==> config.mk <==
export PLATFORM = sky130hd
export DESIGN_NAME = fifo_prefetch_frame_reader
export DESIGN_NICKNAME = d
export VERILOG_FILES = /design/src/rtl/fifo_prefetch_frame_reader.sv
export SDC_FILE = /design/constraint.sdc
export NUM_CORES = 1
export LEC_CHECK = 0
export ABC_AREA = 1
export CAP_MARGIN = 10
export CORE_MARGIN = 3
export CORE_UTILIZATION = 57
export CTS_BUF_LIST = sky130_fd_sc_hd__clkbuf_8 sky130_fd_sc_hd__clkbuf_16
export DETAILED_ROUTE_END_ITERATION = 8
export HOLD_SLACK_MARGIN = 0.03
export PLACE_DENSITY = 0.85
export SLEW_MARGIN = 0
export SYNTH_ARGS = -nofsm -noshare
export SYNTH_HDL_FRONTEND = slang
export SYNTH_SLANG_ARGS = --single-unit
==> constraint.sdc <==
create_clock -name rd_clk -period 5 [get_ports rd_clk]
set_input_delay 1 -clock rd_clk [delete_from_list [all_inputs] [get_ports rd_clk]]
set_output_delay 1 -clock rd_clk [all_outputs]
set_load 0.005 [all_outputs]
==> src/rtl/fifo_prefetch_frame_reader.sv <==
// Read-domain frame reader for the prefetch FIFO: drains one frame of N samples
// per start onto a registered valid/ready stream with SOF/EOF, busy, done and underrun count.
module fifo_prefetch_frame_reader #(
    parameter int unsigned DATA_WIDTH     = 11,
    parameter int unsigned LEN_WIDTH      = 14,
    parameter int unsigned UNDERRUN_WIDTH = 16
) (
    input  logic                      rd_clk,
    input  logic                      rd_rst_n,
    input  logic                      start,
    input  logic                      abort,
    input  logic [LEN_WIDTH-1:0]      cfg_frame_len,
    input  logic                      fifo_rd_vld,
    input  logic [DATA_WIDTH-1:0]     fifo_rd_data,
    output logic                      fifo_rd_en,
    output logic                      m_valid,
    input  logic                      m_ready,
    output logic [DATA_WIDTH-1:0]     m_data,
    output logic                      m_sof,
    output logic                      m_eof,
    output logic                      busy,
    output logic                      done,
    output logic [UNDERRUN_WIDTH-1:0] underrun_cnt
);

    typedef enum logic [1:0] {
        S_IDLE  = 2'd0,
        S_RUN   = 2'd1,
        S_FLUSH = 2'd2
    } state_t;

    state_t                    r_state;
    state_t                    w_state_nxt;

    logic [LEN_WIDTH-1:0]      r_len;
    logic [LEN_WIDTH-1:0]      r_cnt;
    logic                      r_m_valid;
    logic [DATA_WIDTH-1:0]     r_m_data;
    logic                      r_m_sof;
    logic                      r_m_eof;
    logic                      r_done;
    logic [UNDERRUN_WIDTH-1:0] r_underrun;

    logic                      w_slot_free;
    logic                      w_start_ok;
    logic                      w_pop;
    logic                      w_last;
    logic                      w_accept;
    logic                      w_starve;

    // Output slot can take a new word when empty or being drained this cycle
    assign w_slot_free = !r_m_valid || m_ready;
    assign w_start_ok  = (r_state == S_IDLE) && start && !abort && (cfg_frame_len != '0);
    assign w_pop       = (r_state == S_RUN) && fifo_rd_vld && w_slot_free && !abort;
    assign w_last      = (r_cnt == (r_len - LEN_WIDTH'(1)));
    assign w_accept    = r_m_valid && m_ready;
    assign w_starve    = (r_state == S_RUN) && w_slot_free && !fifo_rd_vld && !abort;

    assign fifo_rd_en   = w_pop;
    assign m_valid      = r_m_valid;
    assign m_data       = r_m_data;
    assign m_sof        = r_m_sof;
    assign m_eof        = r_m_eof;
    assign busy         = (r_state != S_IDLE);
    assign done         = r_done;
    assign underrun_cnt = r_underrun;

    always_ff @(posedge rd_clk or negedge rd_rst_n) begin
        if (!rd_rst_n) begin
            r_state <= S_IDLE;
        end else begin
            r_state <= w_state_nxt;
        end
    end

    always_comb begin
        w_state_nxt = r_state;
        if (abort) begin
            w_state_nxt = S_IDLE;
        end else begin
            case (r_state)
                S_IDLE:  if (w_start_ok)       w_state_nxt = S_RUN;
                S_RUN:   if (w_pop && w_last)  w_state_nxt = S_FLUSH;
                S_FLUSH: if (w_accept)         w_state_nxt = S_IDLE;
                default:                       w_state_nxt = S_IDLE;
            endcase
        end
    end

    // Output register, sample counter, done pulse and underrun counter
    always_ff @(posedge rd_clk or negedge rd_rst_n) begin
        if (!rd_rst_n) begin
            r_len      <= '0;
            r_cnt      <= '0;
            r_m_valid  <= 1'b0;
            r_m_data   <= '0;
            r_m_sof    <= 1'b0;
            r_m_eof    <= 1'b0;
            r_done     <= 1'b0;
            r_underrun <= '0;
        end else begin
            r_done <= (r_state == S_FLUSH) && w_accept && !abort;

            if (w_start_ok) begin
                r_len      <= cfg_frame_len;
                r_cnt      <= '0;
                r_underrun <= '0;
            end else if (w_starve && (r_underrun != '1)) begin
                r_underrun <= r_underrun + UNDERRUN_WIDTH'(1);
            end

            if (abort) begin
                r_m_valid <= 1'b0;
                r_m_sof   <= 1'b0;
                r_m_eof   <= 1'b0;
            end else if (w_pop) begin
                r_m_data  <= fifo_rd_data;
                r_m_valid <= 1'b1;
                r_m_sof   <= (r_cnt == '0);
                r_m_eof   <= w_last;
                r_cnt     <= r_cnt + LEN_WIDTH'(1);
            end else if (m_ready) begin
                r_m_valid <= 1'b0;
            end
        end
    end

endmodule

==> reports/summary.txt, run 1 <==
outcome: finished, final reports clean
Setup Fix Bufs, Post-CTS: 0
Filler Cell Count: 441
hold path start: m_data[7]
GR peak layer: met2
CP startpoint kind: primary input
clock transition at the registers of the reported paths: 0.07 ns
worst slew pin tran: 0.557 ns
ANT cells: 0
r2r endpoint: underrun_cnt[12]
grt met2 use: 40.7%
Crit path required time: 4.00 ns
Tcrit/Tclk final: 73.5%
critical-path maximum fanout: 26
syn avg cell area: 7.66 um^2
CP cell instances: clkdlybuf4s50_1, inv_1, nand2_1, nand3_4, nor2_8, clkdlybuf4s50_1
CTS tree: built
reg-to-reg slack, setup: 2.90 ns
fin cells: 617
Post-DP HPWL: 5980 um
Reg area: 0.00153 mm^2
Starting DRT DRC Count: 234
# rows: 28
Max Cap Viol: 0
Compound-Gate Fraction of Synth Area: 7.82%
Commonest cells post-synth: nand2_1 (143), dfrtp_1 (61), inv_1 (50)
Final ANT Viol Nets: 0
Gate Count Post-Synth: 472
Seq/Total Area, Yosys: 42.2%
static leakage: 2.10 nW
Synth area leader: dfrtp_1
Placer Congestion: 0.894
worst hold path type: register to register
Clock Sink Count: 61
FF-to-FF Start: r_state[1]
area share of and/or/nand/nor cells after synthesis: 34.4%
Sum Neg Setup Slack: 0 ns
cts bufs inserted: 9
multiplexer share of the synthesized area: 0.277%
Tmin final: 3.68 ns
maximum vdd drop: 184 uV
largest family of logic cells by synthesized area: simple AND/OR/NAND/NOR gates
M1 GR Usage: 31.6%
worst hold stages: 2
H-tree depth: 3
Worst Skew: 0.00784 ns
I/O Pins: 64
Worst path most repeated cell: clkdlybuf4s50_1
DR vias/cell: 5.35
Final Cell Area: 0.00449 mm^2
synth warn: 0
drt pass-1 iters: 5
initial antenna violation count: 0
Slew headroom: 62.8%
Worst setup EP type: primary output
die area: 0.00733 mm^2
area share of fa/ha/maj cells after synthesis: 1.38%
post-synthesis cell area: 0.00361 mm^2
DRC Markers: 0
Port Buffers: 63
via count: 3299
share of post-route cells with drive strength above 1: 9.41%
Synth top area share: 42.2%
DP Worst Slack: 1.30 ns
Pwr Density: 307 mW/mm^2
Bufs on Longest Clock Path: 2
Synth Register Bits: 61
CTS Hold Bufs: 0
GRT overflow: 0
R2R depth: 8
synth-to-layout area growth: 24.1%
Mapped Nets: 507
worst path arrival time: 2.68 ns
buffers plus inverters on the worst setup path: 3
Synth Flop Type: dfrtp_1
Post-CTS Resized: 0
Crit-path slowest cell: clkdlybuf4s50_1
Util after Layout: 74.4%
GRT Util Overall: 24.5%
Initial Utilization: 60.0%
final setup fails: 0
DIE HEIGHT: 85.6 um
setup ws final: 1.32 ns
Routed WL: 8450 um
CP top delay family: buffers and inverters
placed cell areas: 0.00427 mm^2
first-pass GRT wire length: 14400 um
fin. max-slew vios: 0
Max Clk Rate: 272 MHz
GR Util met3: 4.90%
Yosys cell types: 43
Die Width: 85.6 um
Largest stage delay, worst path: 0.57 ns
Root Buffer: clkbuf_8
Async S/R FF share, synth: 100%
final layout net count: 572
RSZ-0062 raised after global routing: false
vias in the first global route: 3237
number of enable flip-flop cells after synthesis: 0
WHS Endpoint: m_data[7]
Hold Vio Cnt, Final: 0
placed cell count: 601
top-count cell post-synth: nand2_1
Setup crit start: m_ready
synth top area cells: dfrtp_1 (42%), nand2_1 (15%), inv_1 (5.2%)
critical path type: primary input to primary output
core region area: 0.00603 mm^2
Post-Synth XOR/XNOR Area: 5.57%
post-layout power: 1.38 mW
drt wl/cell: 13.7 um
multi-input logic area: 0.00179 mm^2
Hold Slack: 0.469 ns
Clock Latency Late Sink: 0.34 ns
pin count of the biggest net entering global routing: 39
how the worst max path moves through the flow:
stage | end | slack (ns) | cells past startpoint
2_1_floorplan | fifo_rd_en | 2.33 | 5
3_3_place_gp | fifo_rd_en | 1.36 | 6
3_5_place_dp | fifo_rd_en | 1.30 | 6
4_1_cts | fifo_rd_en | 1.31 | 6
5_1_grt | fifo_rd_en | 1.22 | 6
6_report | fifo_rd_en | 1.32 | 6
final cells by class:
type / count / share of cell area, %
sequential: 61 / 34.0
tap: 75 / 2.09
inverter: 59 / 4.99
timing repair buffer: 65 / 14.3
multi-input combinational: 341 / 39.9
clock inverter: 4 / 1.03
clock buffer: 12 / 3.68
where the power goes:
part           internal (mW)  leakage [nW]  total, mW  switching (mW)
sequential             0.550         0.811      0.606          0.0560
combinational          0.157          1.18      0.313           0.157
clock                  0.268         0.110      0.460           0.191
total                  0.975          2.10       1.38           0.404
cells in the final DEF (no fill, tap or decap), types with 4 or more instances in the layout:
| cell type | synthesis | final |
|---|---|---|
| nand4_1 | 15 | 15 |
| ha_1 | 4 | 4 |
| a21oi_1 | 10 | 10 |
| nand2_4 | 4 | 4 |
| clkdlybuf4s50_1 | 0 | 62 |
| inv_1 | 50 | 51 |
| clkbuf_8 | 0 | 12 |
| inv_2 | 8 | 8 |
| dfrtp_1 | 61 | 61 |
| nor2_1 | 42 | 42 |
| o31ai_1 | 5 | 5 |
| xor2_1 | 13 | 13 |
| nor4_1 | 4 | 4 |
| nand3_1 | 23 | 23 |
| xnor2_1 | 10 | 10 |
| o21ai_0 | 25 | 25 |
| nand2_2 | 4 | 4 |
| nor3_1 | 8 | 8 |
| nand2_1 | 143 | 143 |
sequential cells by signal (all words and copies together) (netlist names):
signal,count
r_state,2
r_len,14
r_cnt,14
done,1
m_valid,1
m_sof,1
underrun_cnt,16
m_data,11
m_eof,1
worst reg2reg max path, stage by stage, from the launching register on:
cell     delay, ns
dfrtp_1       0.47
inv_2         0.12
nand2_1       0.10
nor3b_1       0.21
nand2_1       0.38
inv_1         0.48
nor2_1        0.11
nand2_1       0.08
nand2_1       0.04
cell families after synthesis:
logic type,count (synthesis)
XOR/XNOR,23
AO/OA/AOI/OAI,50
flip-flops,61
adder cells (fa/ha/maj),4
buffers and inverters,70
multiplexers,1
AND/OR/NAND/NOR,263
layer usage:
layer,up-vias,wire [um]
met2,110,4130
met5,-,0
met3,21,472
li1,1640,-
met4,0,174
met1,1528,3660
No activity file was read; power rests on OpenSTA's default activity.
==> run 2: changes to the inputs <==
CORE_UTILIZATION = 53   (was 57)
PLACE_DENSITY = 0.8   (was 0.85)
clock period = 3.5 ns   (was 5 ns; I/O delays follow)
==> run 2 against run 1 <==
Net effect: sequential share of layout area barely moved; setup slack got worse by 0.62 ns; utilization decreased by 5.4 points; routed wire length up 3.9%; combinational power grew 42%.
==> reports/summary.txt, run 2 (same netlist as run 1, synthesis figures left out) <==
vias in the first global route: 3329 (+2.8%)
drt wl/cell: 14.2 um (+3.7%)
initial antenna violation count: 0 (unchanged)
Util after Layout: 69.0% (-5.4 points)
Slew headroom: 49.1% (-14 points)
Port Buffers: 63 (unchanged)
final setup fails: 0 (unchanged)
worst hold path type: register to register
static leakage: 2.11 nW (about the same)
Worst path most repeated cell: clkdlybuf4s50_1
Max Cap Viol: 0 (unchanged)
pin count of the biggest net entering global routing: 62 (+59%)
CTS tree: built
Tmin final: 2.80 ns
most common cell after layout, fill and taps aside: nand2_1
Final ANT Viol Nets: 0 (unchanged)
Crit-path slowest cell: clkdlybuf4s50_1
critical path type: primary input to primary output
via count: 3269 (-0.91%)
DIE HEIGHT: 88.6 um (+3.4%)
Setup Fix Bufs, Post-CTS: 0 (unchanged)
CP top delay family: buffers and inverters
RSZ-0062 raised after global routing: false
CP startpoint kind: primary input
share of post-route cells with drive strength above 1: 9.24% (-0.17 points)
Die Width: 88.6 um (+3.4%)
Crit path required time: 2.80 ns (-1.20 ns)
Clock Sink Count: 61 (unchanged)
Hold Vio Cnt, Final: 0 (unchanged)
Pwr Density: 436 mW/mm^2 (+42%)
buffers plus inverters on the worst setup path: 3 (unchanged)
max reg flops: 16 (unchanged)
Post-DP HPWL: 6220 um (+4.0%)
core region area: 0.00649 mm^2 (+7.8%)
clock transition at the registers of the reported paths: 0.07 ns (about the same)
CTS Hold Bufs: 0 (unchanged)
DR vias/cell: 5.29 (-1.1%)
Placer Congestion: 0.902 (+0.93%)
maximum vdd drop: 303 uV (+64%)
Sum Neg Setup Slack: 0 ns (unchanged)
Max Clk Rate: 357 MHz
outcome: finished, final reports clean
Bufs on Longest Clock Path: 2 (unchanged)
Largest stage delay, worst path: 0.52 ns (-0.05 ns)
synth-to-layout area growth: 24.0% (about the same)
H-tree depth: 3 (unchanged)
final layout net count: 573 (+0.17%)
Reg area: 0.00153 mm^2 (unchanged)
Worst setup EP type: primary output
worst slew pin tran: 0.764 ns (+0.207 ns)
cts bufs inserted: 9 (unchanged)
ANT cells: 0 (unchanged)
GRT Util Overall: 24.7% (+0.22 points)
die area: 0.00785 mm^2 (+7.0%)
fin. max-slew vios: 0 (unchanged)
Worst Skew: 0.00781 ns (-0.0000286 ns)
Root Buffer: clkbuf_8
CP cell instances: clkdlybuf4s50_1, inv_1, nand2_1, nand3_4, nor2_8, clkdlybuf4s50_1
Starting DRT DRC Count: 176 (-25%)
Clock Latency Late Sink: 0.34 ns (about the same)
Initial Utilization: 55.7% (-4.3 points)
DRC Markers: 0 (unchanged)
# rows: 29 (+3.6%)
first-pass GRT wire length: 15100 um (+4.7%)
Post-CTS Resized: 0 (unchanged)
Routed WL: 8770 um (+3.9%)
drt pass-1 iters: 5 (unchanged)
Filler Cell Count: 545 (+24%)
Tcrit/Tclk final: 80.0%
worst path arrival time: 2.10 ns (-0.58 ns)
I/O Pins: 64 (unchanged)
most frequent cells in the layout: nand2_1 (143), clkdlybuf4s50_1 (62), dfrtp_1 (61)
critical-path maximum fanout: 4 (-85%)
multi-input logic area: 0.00179 mm^2 (unchanged)
GRT overflow: 0 (unchanged)
Hold Slack: 0.471 ns (+0.00186 ns)
## run 2: final timing paths
kind | from | endpoint | slack [ns] | cells after the start
setup / recovery | m_ready | fifo_rd_en | 0.70 | 6
max in group asynchronous | rd_rst_n | r_cnt[11] | 2.48 | 2
min in group asynchronous | rd_rst_n | r_len[3] | 0.49 | 2
hold reg to reg | m_data[4] | m_data[4] | 0.47 | 2
hold / removal | m_data[4] | m_data[4] | 0.47 | 2
setup reg to reg | r_state[1] | r_cnt[10] | 1.54 | 9
## run 2: worst min-delay path: stages, from the launching register on
cell,delay (ns)
dfrtp_1,0.34
nand2_1,0.05
nand2_1,0.04
## run 2: report_power, final
part,switching [mW],internal (mW)
registers,0.0790,0.786
logic,0.219,0.224
clock network,0.269,0.377
## run 2: final cells by class
type / instances / area share (%)
clock inverter: 2 / 0.754
tap: 77 / 2.15
multi-input combinational: 341 / 39.9
clock buffer: 12 / 3.68
sequential: 61 / 34.0
timing repair buffer: 66 / 14.5
inverter: 59 / 5.00
## run 2: stage by stage
step	area [um^2]	power, mW	cells	setup WS [ns]
3_3_place_gp	4280	1.31	604	0.709
2_1_floorplan	3610	1.12	472	1.43
4_1_cts	4480	1.97	618	0.698
6_report	4480	1.95	618	0.700
5_1_grt	4480	2.07	618	0.617
3_5_place_dp	4280	1.32	604	0.701
## run 2: routing by layer
| metal | routed length [um] | vias up | global-route usage, % |
|---|---|---|---|
| li1 | - | 1645 | - |
| met1 | 3830 | 1501 | 32.1 |
| met2 | 4270 | 99 | 40.4 |
| met3 | 404 | 24 | 3.35 |
| met4 | 260 | 0 | 12.8 |
| met5 | 0 | - | 0 |
==> run 3: changes to the inputs <==
CORE_UTILIZATION = 48   (was 53)
PLACE_DENSITY = 0.77   (was 0.8)
clock period = 2.4 ns   (was 3.5 ns; I/O delays follow)
==> run 3 against run 2 <==
Net effect: worst hold slack got worse by 0.35 ns; sequential share of layout area is 0.61 points lower; power grew 44%; cell area rose by 1.8%; register-to-register slack got worse by 1.0 ns; die area rose by 9.7%; via count fell by 0.18%; non-clock buffer count is 5 higher; combinational power grew 51%; largest power group unchanged; highest routed layer unchanged.
==> reports/summary.txt, run 3 (same netlist as run 1, synthesis figures left out) <==
static leakage: 2.13 nW (+1.2%)
Hold Slack: 0.124 ns (-0.347 ns)
critical-path maximum fanout: 4 (unchanged)
Clock Latency Late Sink: 0.34 ns (about the same)
final layout net count: 578 (+0.87%)
RSZ-0062 raised after global routing: false
final setup fails: 0 (unchanged)
critical path type: primary input to primary output
CP startpoint kind: primary input
CTS Hold Bufs: 0 (unchanged)
clock transition at the registers of the reported paths: 0.07 ns (about the same)
Sum Neg Setup Slack: 0 ns (unchanged)
die area: 0.00861 mm^2 (+9.7%)
maximum vdd drop: 265 uV (-12%)
I/O Pins: 64 (unchanged)
Initial Utilization: 49.6% (-6.1 points)
Placer Congestion: 0.894 (-0.92%)
cts bufs inserted: 9 (unchanged)
Worst Skew: 0.00711 ns (-0.000697 ns)
Max Clk Rate: 432 MHz
Filler Cell Count: 664 (+22%)
Tcrit/Tclk final: 96.5%
Slew headroom: 62.1% (+13 points)
Tmin final: 2.32 ns
multi-input logic area: 0.00179 mm^2 (unchanged)
Bufs on Longest Clock Path: 2 (unchanged)
most frequent cells in the layout: nand2_1 (143), clkdlybuf4s50_1 (62), dfrtp_1 (61)
Starting DRT DRC Count: 162 (-8.0%)
H-tree depth: 3 (unchanged)
worst slew pin tran: 0.569 ns (-0.194 ns)
outcome: finished, final reports clean
synth-to-layout area growth: 26.3%
most common cell after layout, fill and taps aside: nand2_1
Comb power frac: 23.7% (+1.0 points)
worst hold path type: primary input to asynchronous set/reset pin
post-layout power: 2.81 mW (+44%)
DIE HEIGHT: 92.8 um (+4.7%)
DR vias/cell: 5.04 (-4.7%)
Pwr Density: 616 mW/mm^2 (+41%)
Max Cap Viol: 0 (unchanged)
first-pass GRT wire length: 14700 um (-2.1%)
fin cells: 647 (+4.7%)
initial antenna violation count: 0 (unchanged)
P_int: 1.96 mW (+41%)
via count: 3263 (-0.18%)
max reg flops: 16 (unchanged)
Routed WL: 8460 um (-3.6%)
ANT cells: 0 (unchanged)
fin. max-slew vios: 0 (unchanged)
Worst setup EP type: primary output
drt wl/cell: 13.1 um (-7.9%)
GRT Util Overall: 21.1% (-3.7 points)
share of post-route cells with drive strength above 1: 10.6% (+1.3 points)
# rows: 31 (+6.9%)
CTS tree: built
Hold Vio Cnt, Final: 0 (unchanged)
Post-CTS Resized: 0 (unchanged)
Clock Sink Count: 61 (unchanged)
vias in the first global route: 3309 (-0.60%)
Root Buffer: clkbuf_8
DRC Markers: 0 (unchanged)
drt pass-1 iters: 4 (-1)
Post-DP HPWL: 6410 um (+3.2%)
worst path arrival time: 1.84 ns (-0.26 ns)
pin count of the biggest net entering global routing: 38 (-39%)
Crit path required time: 1.92 ns (-0.88 ns)
Sw Share: 30.4% (+1.4 points)
reg-to-reg slack, setup: 0.50 ns (-1.04 ns)
share of power burned in registers: 44.7% (+0.4 points)
Util after Layout: 62.6% (-6.4 points)
Switch Pwr: 0.856 mW (+51%)
Die Width: 92.8 um (+4.7%)
Clock power frac: 31.6% (-1.5 points)
Port Buffers: 63 (unchanged)
placed cell count: 631 (+4.5%)
Setup Fix Bufs, Post-CTS: 0 (unchanged)
GRT overflow: 0 (unchanged)
Reg area: 0.00153 mm^2 (unchanged)
Final ANT Viol Nets: 0 (unchanged)
core region area: 0.00729 mm^2 (+12%)
==> run 3: cell count changes in the layout (fill, tap and decap cells not counted), sizes merged <==
cell	delta
inv	-1
buf	+5
clkinv	+5
clkinvlp	+1
clkbuf	-3
==> run 3: worst paths after layout <==
check	startpoint	end	depth (start not counted)
worst max-delay path	m_ready	fifo_rd_en	6
worst min-delay path	rd_rst_n	r_len[2]	1
worst max register to register	r_len[0]	r_state[0]	13
worst min register to register	m_data[6]	m_data[6]	2
max in group asynchronous	rd_rst_n	m_data[1]	2
min in group rd_clk	m_data[6]	m_data[6]	2
==> run 3: cell type report <==
cell class	count	share of cell area, %
multi-input cells	341	39.2
flip-flops and latches	61	33.4
inverters	59	4.91
clock inverters	7	1.45
clock buffers	9	2.71
well taps	99	2.71
repair buffers	71	15.6
==> run 3: critical path: stages <==
cell and delay [ns]:
clkdlybuf4s50_1 0.48, inv_1 0.04, nand2_1 0.11, nand3_4 0.11
nor2_8 0.10, clkdlybuf4s50_1 0.51
==> run 3: per-layer routing <==
| layer | GRT usage [%] | vias up | part of all wire (%) |
|---|---|---|---|
| li1 | - | 1650 | - |
| met1 | 27.3 | 1511 | 45 |
| met2 | 35.2 | 86 | 49 |
| met3 | 3.49 | 16 | 4.0 |
| met4 | 8.30 | 0 | 1.8 |
| met5 | 0 | - | 0 |
==> run 3: through the flow <==
step	cell area (um^2)	setup WS, ns
after floorplan	3610	0.762
after global placement	4370	0.0961
after detailed placement	4370	0.0680
after CTS	4560	0.0738
after global routing	4560	0.0298
final	4560	0.0830
==> run 3: power groups by stage <==
stage               Clock [mW]  Combinational [mW]  Sequential [mW]
floorplan                    0               0.371             1.26
global placement             0               0.657             1.27
detailed placement           0               0.670             1.28
CTS                      0.903               0.676             1.26
global route             0.950               0.757             1.27
finish                   0.889               0.667             1.26
